File: src/rtl/calc_pkg.sv
// calc_pkg: command and arithmetic op codes shared between the sequencer and the calc core
package calc_pkg;
  localparam int ARG_W_DEF = 32;
  typedef enum logic [2:0] {
    CMD_NOP   = 3'd0,
    CMD_PUSH  = 3'd1,
    CMD_OP    = 3'd2,
    CMD_POP   = 3'd3,
    CMD_CLEAR = 3'd4
  } cmd_e;
  typedef enum logic [2:0] {
    OP_ADD = 3'd0,
    OP_SUB = 3'd1,
    OP_MUL = 3'd2,
    OP_DIV = 3'd3
  } arith_e;
endpackage

File: src/rtl/btn_debounce.sv
// btn_debounce: takes the raw level only after it has disagreed for CYCLES cycles, flags 0->1
module btn_debounce #(
  parameter int CYCLES = 50000
) (
  input  logic clk,
  input  logic rst,
  input  logic raw,
  output logic clean,
  output logic rise
);
  localparam int CW = $clog2(CYCLES + 1);
  logic [CW-1:0] cnt_q;
  logic          clean_q;
  logic          rise_q;
  // disagreement counter; it never exceeds CYCLES, so it cannot wrap
  always_ff @(posedge clk or posedge rst) begin
    if (rst) begin
      cnt_q   <= '0;
      clean_q <= 1'b0;
      rise_q  <= 1'b0;
    end else begin
      rise_q <= 1'b0;
      if (raw == clean_q) cnt_q <= '0;
      else if (cnt_q == CW'(CYCLES)) begin
        cnt_q   <= '0;
        clean_q <= raw;
        rise_q  <= raw;
      end else cnt_q <= cnt_q + CW'(1);
    end
  end
  assign clean = clean_q;
  assign rise  = rise_q;
endmodule

File: src/rtl/calc_cmd_sequencer.sv
// calc_cmd_sequencer: debounced button presses become single handshaked calc commands
module calc_cmd_sequencer
  import calc_pkg::*;
#(
  parameter int DEBOUNCE_CYCLES = 50000,
  parameter int DONE_TIMEOUT    = 1024,
  parameter int ARG_W           = ARG_W_DEF
) (
  input  logic             clk,
  input  logic             rst,
  input  logic [7:0]       sw,
  input  logic [3:0]       btn,
  output logic             cmd_valid,
  input  logic             cmd_ready,
  output logic [2:0]       cmd_op,
  output logic [ARG_W-1:0] cmd_arg,
  input  logic             cmd_done,
  output logic             busy,
  output logic             timeout_err
);
  localparam int TW = $clog2(DONE_TIMEOUT + 1);
  typedef enum logic [1:0] {IDLE, ISSUE, WAIT, RELEASE} state_e;
  state_e           state_q;
  cmd_e             op_q;
  logic [ARG_W-1:0] arg_q;
  logic [TW-1:0]    tcnt_q;
  logic             valid_q;
  logic             terr_q;
  logic [3:0]       clean;
  logic [3:0]       rise;
  for (genvar g = 0; g < 4; g++) begin : g_db
    btn_debounce #(.CYCLES(DEBOUNCE_CYCLES)) u_db (
      .clk  (clk),
      .rst  (rst),
      .raw  (btn[g]),
      .clean(clean[g]),
      .rise (rise[g])
    );
  end
  // command FSM: latch on press, offer until accepted, wait for done, then wait for release
  always_ff @(posedge clk or posedge rst) begin
    if (rst) begin
      state_q <= IDLE;
      op_q    <= CMD_NOP;
      arg_q   <= '0;
      tcnt_q  <= '0;
      valid_q <= 1'b0;
      terr_q  <= 1'b0;
    end else begin
      case (state_q)
        IDLE: if (|rise) begin
          state_q <= ISSUE;
          valid_q <= 1'b1;
          op_q    <= rise[0] ? CMD_PUSH : rise[1] ? CMD_OP : rise[2] ? CMD_POP : CMD_CLEAR;
          arg_q   <= rise[0] ? ARG_W'(sw) : '0;
        end
        ISSUE: if (cmd_ready) begin
          valid_q <= 1'b0;
          tcnt_q  <= '0;
          state_q <= cmd_done ? RELEASE : WAIT;
          if (cmd_done && op_q == CMD_CLEAR) terr_q <= 1'b0;
        end
        WAIT: if (cmd_done) begin
          state_q <= RELEASE;
          if (op_q == CMD_CLEAR) terr_q <= 1'b0;
        end else if (tcnt_q == TW'(DONE_TIMEOUT - 1)) begin
          state_q <= RELEASE;
          terr_q  <= 1'b1;
        end else tcnt_q <= tcnt_q + TW'(1);
        RELEASE: if (~|clean) state_q <= IDLE;
        default: state_q <= IDLE;
      endcase
    end
  end
  assign cmd_valid   = valid_q;
  assign cmd_op      = op_q;
  assign cmd_arg     = arg_q;
  assign busy        = state_q != IDLE;
  assign timeout_err = terr_q;
endmodule

File: config.mk
export PLATFORM = sky130hd
export DESIGN_NAME = calc_cmd_sequencer
export DESIGN_NICKNAME = d
export VERILOG_FILES = /design/src/rtl/calc_pkg.sv /design/src/rtl/btn_debounce.sv /design/src/rtl/calc_cmd_sequencer.sv
export SDC_FILE = /design/constraint.sdc
export NUM_CORES = 1
export LEC_CHECK = 0
export ABC_AREA = 1
export BUFFER_PORTS_ARGS = -buffer_cell sky130_fd_sc_hd__buf_2
export CAP_MARGIN = 20
export CORE_ASPECT_RATIO = 1.2
export CORE_MARGIN = 3
export CORE_UTILIZATION = 40
export DETAILED_ROUTE_END_ITERATION = 12
export PLACE_DENSITY = 0.67
export SLEW_MARGIN = 5
export SYNTH_ARGS = -nofsm -noshare
export SYNTH_HDL_FRONTEND = slang
export SYNTH_SLANG_ARGS = --single-unit
File: constraint.sdc
create_clock -name clk -period 4.31 [get_ports clk]
set_clock_uncertainty 0.05 [all_clocks]
set_input_delay 0.862 -clock clk [delete_from_list [all_inputs] [get_ports clk]]
set_output_delay 0.862 -clock clk [all_outputs]
set_load 0.02 [all_outputs]
==> impl_metrics.ini, run 1 <==
[synthesis]
synthFlopType = dfrtp_1
syn_inst = 735
synth_edf_count = 0
synth-seq-area-share_pct = 44.3
yosysUniqueCellTypes = 33
avgSynthCellArea_um2 = 7.53
async_reset_ff_share_pct = 100
yosys_register_bits = 98
yosysWarnings = 0
synth_area_um2 = 5540

[sta]
setup_violations = 0
relSlewSlack_pct = 42.3
period_share_pct = 59.1
hold_viol = 0
tightest_slew_ns = 0.862
finalSetupTns_ns = 0
fmax_ghz = 0.392
fin_crit_ns = 2.55
rsz0062_at_grt = false
slew_viol_final = 0

[grt]
grt_antenna_before_repair = 0
grt_max_degree = 52
gr-total-overflow = 0
track_usage_pct = 15.7
grt_pass1_vias = 4475
grt_pass1_wl_um = 19700

[setup_path]
cp-endpoint = busy
rrSetupSlack_ns = 2.13
path_max_fanout = 11
start_kind = flop
cp_slowest_cell = dfrtp_1
r2r_start = state_q[0]
endpoint_kind = output pin
crit_chain = inv_1, ha_1, inv_1, buf_2
cp.arrival_ns = 1.64
cp.required_ns = 3.40
critPathKind = flop to output pin
r2r_end = cmd_arg[7]
cpMostUsedCell = inv_1
r2r_cells = 6
critPathMaxStageDelay_ns = 0.43
cp-startpoint = state_q[0]

[die]
rows = 46
die-area_um2 = 15300
start_util_pct = 41.3
coreArea_um2 = 13400
die_y_um = 135
die_w_um = 113
boundaryPins = 54

[clocking]
holdBufCountCts = 0
cts.clk_slew.worst_paths_ns = 0.06
post-cts-setup-buffers = 0
post_cts_resized = 0
clk_latency_ns = 0.35
cts_max_path_buffers = 2
cts_sinks = 98
cts_tree = yes
clockRootBuffer = clkbuf_16
numCtsBuffers = 9
h-tree-depth = 3

[pwr]
p_total_mw = 2.17
p_per_area_nw_per_um2 = 359
power_switching_mw = 0.681
pwr-share-clk_pct = 33.6
internal_power_mw = 1.49
peakVddDrop_mv = 0.207
pwr-share-comb_pct = 20.0
leakage_nw = 2.80
switching_share_pct = 31.4
p_seq_share_pct = 46.4

[route]
first_iter_violations = 269
vias_per_cell = 4.79
wire_per_inst_um = 11.7
drc = 0
finalWirelength_um = 11000
antenna_left = 0
vias = 4509
first_pass_iters = 4

[cells_and_area]
layout_common_cells = nand2_1 (154), nor2_1 (144), inv_1 (101)
drive_gt1_share_pct = 7.76
final_common_cell = nand2_1
stdcell_count = 941
nNetsFinal = 801
n_antenna_cell = 0
syn2layout_area_growth_pct = 9.11

[placed_design]
place_hpwl_um = 8300
place.port_buffers = 29
gp_congestion = 0.856
dp.cells = 928

[worst_hold_path]
hold_path.class = flop to flop

[run]
cap_viol_max_count = 0

[status]
status = finished, final reports clean
[final cells by class]
cell class / instances / area [µm²]
clock buffer: 10 / 239
tap: 168 / 210
inverter: 102 / 385
sequential: 98 / 2450
fill: 1364 / 7370
multi-input combinational: 529 / 2580
timing repair buffer: 31 / 160
clock inverter: 3 / 18.8
[sequential cells by signal, indices dropped and copies added (netlist names)]
name and flops:
g_db.u_db.cnt_q 64, g_db.u_db.clean 4, timeout_err 1, cmd_op 3, cmd_arg 8, tcnt_q 11, g_db.u_db.rise 4, cmd_valid 1
state_q 2
[per-stage QoR]
stage	hold slack (ns)	cell area, µm²	utilization (%)	worst slack (ns)
3_3_place_gp	0.398	5780	43.1	2.14
5_1_grt	0.445	6040	45.1	1.62
6_report	0.418	6040	45.1	1.76
4_1_cts	0.420	6040	45.1	1.73
3_5_place_dp	0.408	5780	43.1	2.13
2_1_floorplan	0.382	5620	-	0.836
[power groups by stage]
stage	Clock [mW]	Sequential [mW]	Combinational [mW]
after global placement	0	1.02	0.431
after global routing	0.787	1.01	0.499
after CTS	0.753	1.00	0.440
after detailed placement	0	1.02	0.436
after floorplan	0	1.03	0.353
final	0.729	1.01	0.434
[worst min path at each step]
stage	start	endpoint	slack (ns)	cells past startpoint
2_1_floorplan	g_db[1].u_db.cnt_q[0]	g_db[1].u_db.cnt_q[0]	0.38	1
3_3_place_gp	g_db[1].u_db.cnt_q[0]	g_db[1].u_db.cnt_q[0]	0.40	1
3_5_place_dp	timeout_err	timeout_err	0.41	2
4_1_cts	g_db[1].u_db.cnt_q[0]	g_db[1].u_db.cnt_q[0]	0.42	1
5_1_grt	g_db[1].u_db.cnt_q[0]	g_db[1].u_db.cnt_q[0]	0.45	1
6_report	g_db[1].u_db.cnt_q[0]	g_db[1].u_db.cnt_q[0]	0.42	1
[worst max-delay path: cells and delay by family (launching register included)]
family,cells,cell delay (ns)
adders and majority gates,1,0.36
buffers and inverters,3,0.50
DFF,1,0.43
[cell families after synthesis]
| family | Yosys count | share of synthesized area (%) |
|---|---|---|
| compound gates | 54 | 5.76 |
| xor+xnor | 26 | 4.11 |
| fa+ha+maj | 14 | 3.16 |
| buf+inv | 131 | 10.8 |
| flops | 98 | 44.3 |
| other cells | 1 | 0.0677 |
| simple gates | 411 | 31.9 |
[synthesized netlist by cell type, types with 5 or more instances]
cell type,n,area share (%)
nand4_1,20,2.3
dfrtp_1,98,44
xnor2_1,6,0.95
nand2_1,154,10
ha_1,14,3.2
xor2_1,20,3.2
nand2_2,5,0.56
nor2_1,144,9.8
buf_4,25,3.4
nand3_1,54,4.9
a21oi_1,16,1.4
inv_1,102,6.9
o21bai_1,5,0.68
nor3_1,23,2.1
o21ai_0,22,2.0
[routing by layer]
layer | vias up | GRT usage [%] | part of all wire [%]
met5 | - | 0 | 0
met4 | 0 | 7.55 | 2.3
met3 | 15 | 2.47 | 4.2
met2 | 91 | 26.4 | 48
met1 | 2065 | 19.7 | 45
li1 | 2338 | - | -
Power figures use the tool's default switching activity.
==> run 2: changes to the inputs <==
Clock period 4.31 ns to 2.5 ns, I/O delays scaled along.
==> impl_metrics.ini, run 2 (synthesis gave the netlist of run 1 again) <==
[sta]
slew_viol_final = 0
fmax_ghz = 0.453
relSlewSlack_pct = 65.8
hold_viol = 0
setup_violations = 0
fin_crit_ns = 2.21
tightest_slew_ns = 0.511
finalSetupTns_ns = 0
rsz0062_at_grt = false
period_share_pct = 88.3

[pwr]
peakVddDrop_mv = 0.328
p_per_area_nw_per_um2 = 649
leakage_nw = 2.85

[setup_path]
critPathKind = flop to output pin
rrSetupSlack_ns = 0.37
start_kind = flop
r2r_start = state_q[0]
cp.required_ns = 1.95
r2r_cells = 9
cp.arrival_ns = 1.66
endpoint_kind = output pin
path_max_fanout = 11
r2r_end = tcnt_q[5]

[grt]
grt_util_met3_pct = 3.00
grtUsageMet1_pct = 19.5
grt_pass1_wl_um = 19200
grt_antenna_before_repair = 1
grt_pass1_vias = 4330
grtUsageMet2_pct = 25.9
grt_max_degree = 33
gr-total-overflow = 0
track_usage_pct = 15.2
top_usage_layer = met2

[clocking]
h-tree-depth = 3
cts_max_path_buffers = 2
post_cts_resized = 0
cts.clk_slew.worst_paths_ns = 0.07
clk_latency_ns = 0.34
cts_tree = yes
post-cts-setup-buffers = 0
clockRootBuffer = clkbuf_16
holdBufCountCts = 0
numCtsBuffers = 9
cts_sinks = 98

[die]
boundaryPins = 54
coreArea_um2 = 13400
rows = 46
die-area_um2 = 15300
start_util_pct = 41.3
die_w_um = 113
die_y_um = 135

[cells_and_area]
syn2layout_area_growth_pct = 11.4
final_util_pct = 46.0
stdcell_count = 948
largest_reg_flops = 64
n_antenna_cell = 0
nNetsFinal = 805
layout_common_cells = nand2_1 (154), nor2_1 (144), inv_1 (101)
multi_input_area_um2 = 2580
layout.area.seq_um2 = 2450
top_register = g_db.u_db.cnt_q
final_common_cell = nand2_1
fill_cells = 1344
drive_gt1_share_pct = 8.59

[status]
status = finished, final reports clean

[route]
wire_per_inst_um = 11.7
vias = 4522
drc = 0
vias_per_cell = 4.77
first_pass_iters = 5
first_iter_violations = 312
finalWirelength_um = 11100
antenna_left = 0

[placed_design]
place.port_buffers = 29
dp.cells = 932
gp_congestion = 0.842
place_hpwl_um = 8230

[run]
cap_viol_max_count = 0

[worst_hold_path]
hold_path.class = input pin to async pin
==> run 2: cell types whose count changed in the layout (fill, tap and decap cells not counted), sizes merged <==
cell      delta
buf          +4
clkinvlp     +3
bufinv       +2
clkinv       -2
==> run 2: power by group <==
part           switching, mW  internal [mW]  total (mW)
logic                  0.524          0.227       0.751
clock network          0.614          0.906        1.52
registers             0.0741           1.66        1.73
==> run 2: critical path, cell delays in order, from the launching register on <==
cell and delay [ns]:
dfrtp_1 0.43, inv_1 0.14, ha_1 0.39, inv_1 0.16, buf_2 0.19
==> run 2: metrics by stage <==
stage	power [mW]	hold WS [ns]	cell area [µm²]	setup WS, ns
finish	4.01	0.139	6170	0.292
global route	4.22	0.169	6170	0.151
CTS	4.06	0.150	6170	0.284
detailed placement	2.52	0.408	5840	0.367
global placement	2.50	0.405	5840	0.451
floorplan	2.38	0.382	5630	0.788
==> run 2: final cells by class <==
type | count | area share (%)
multi-input combinational | 529 | 41.8
inverter | 102 | 6.27
clock inverter | 6 | 1.44
clock buffer | 10 | 3.87
sequential | 98 | 39.8
tap | 168 | 3.41
timing repair buffer | 35 | 3.49
==> run 2: layer usage <==
layer / up-vias / wire length (µm)
met5: - / 7
met4: 2 / 124
met3: 10 / 434
met2: 85 / 5390
met1: 2078 / 5120
li1: 2347 / -
==> run 2: worst max path at each step <==
stage                            end        from  cells after the start  slack (ns)
after floorplan           cmd_arg[0]         rst                      1        0.79
after CTS                       busy  state_q[0]                      4        0.28
after detailed placement   tcnt_q[8]  state_q[0]                      9        0.37
after global placement     tcnt_q[7]  state_q[0]                      9        0.45
after global routing       tcnt_q[7]  state_q[0]                      9        0.15
final                           busy  state_q[0]                      4        0.29
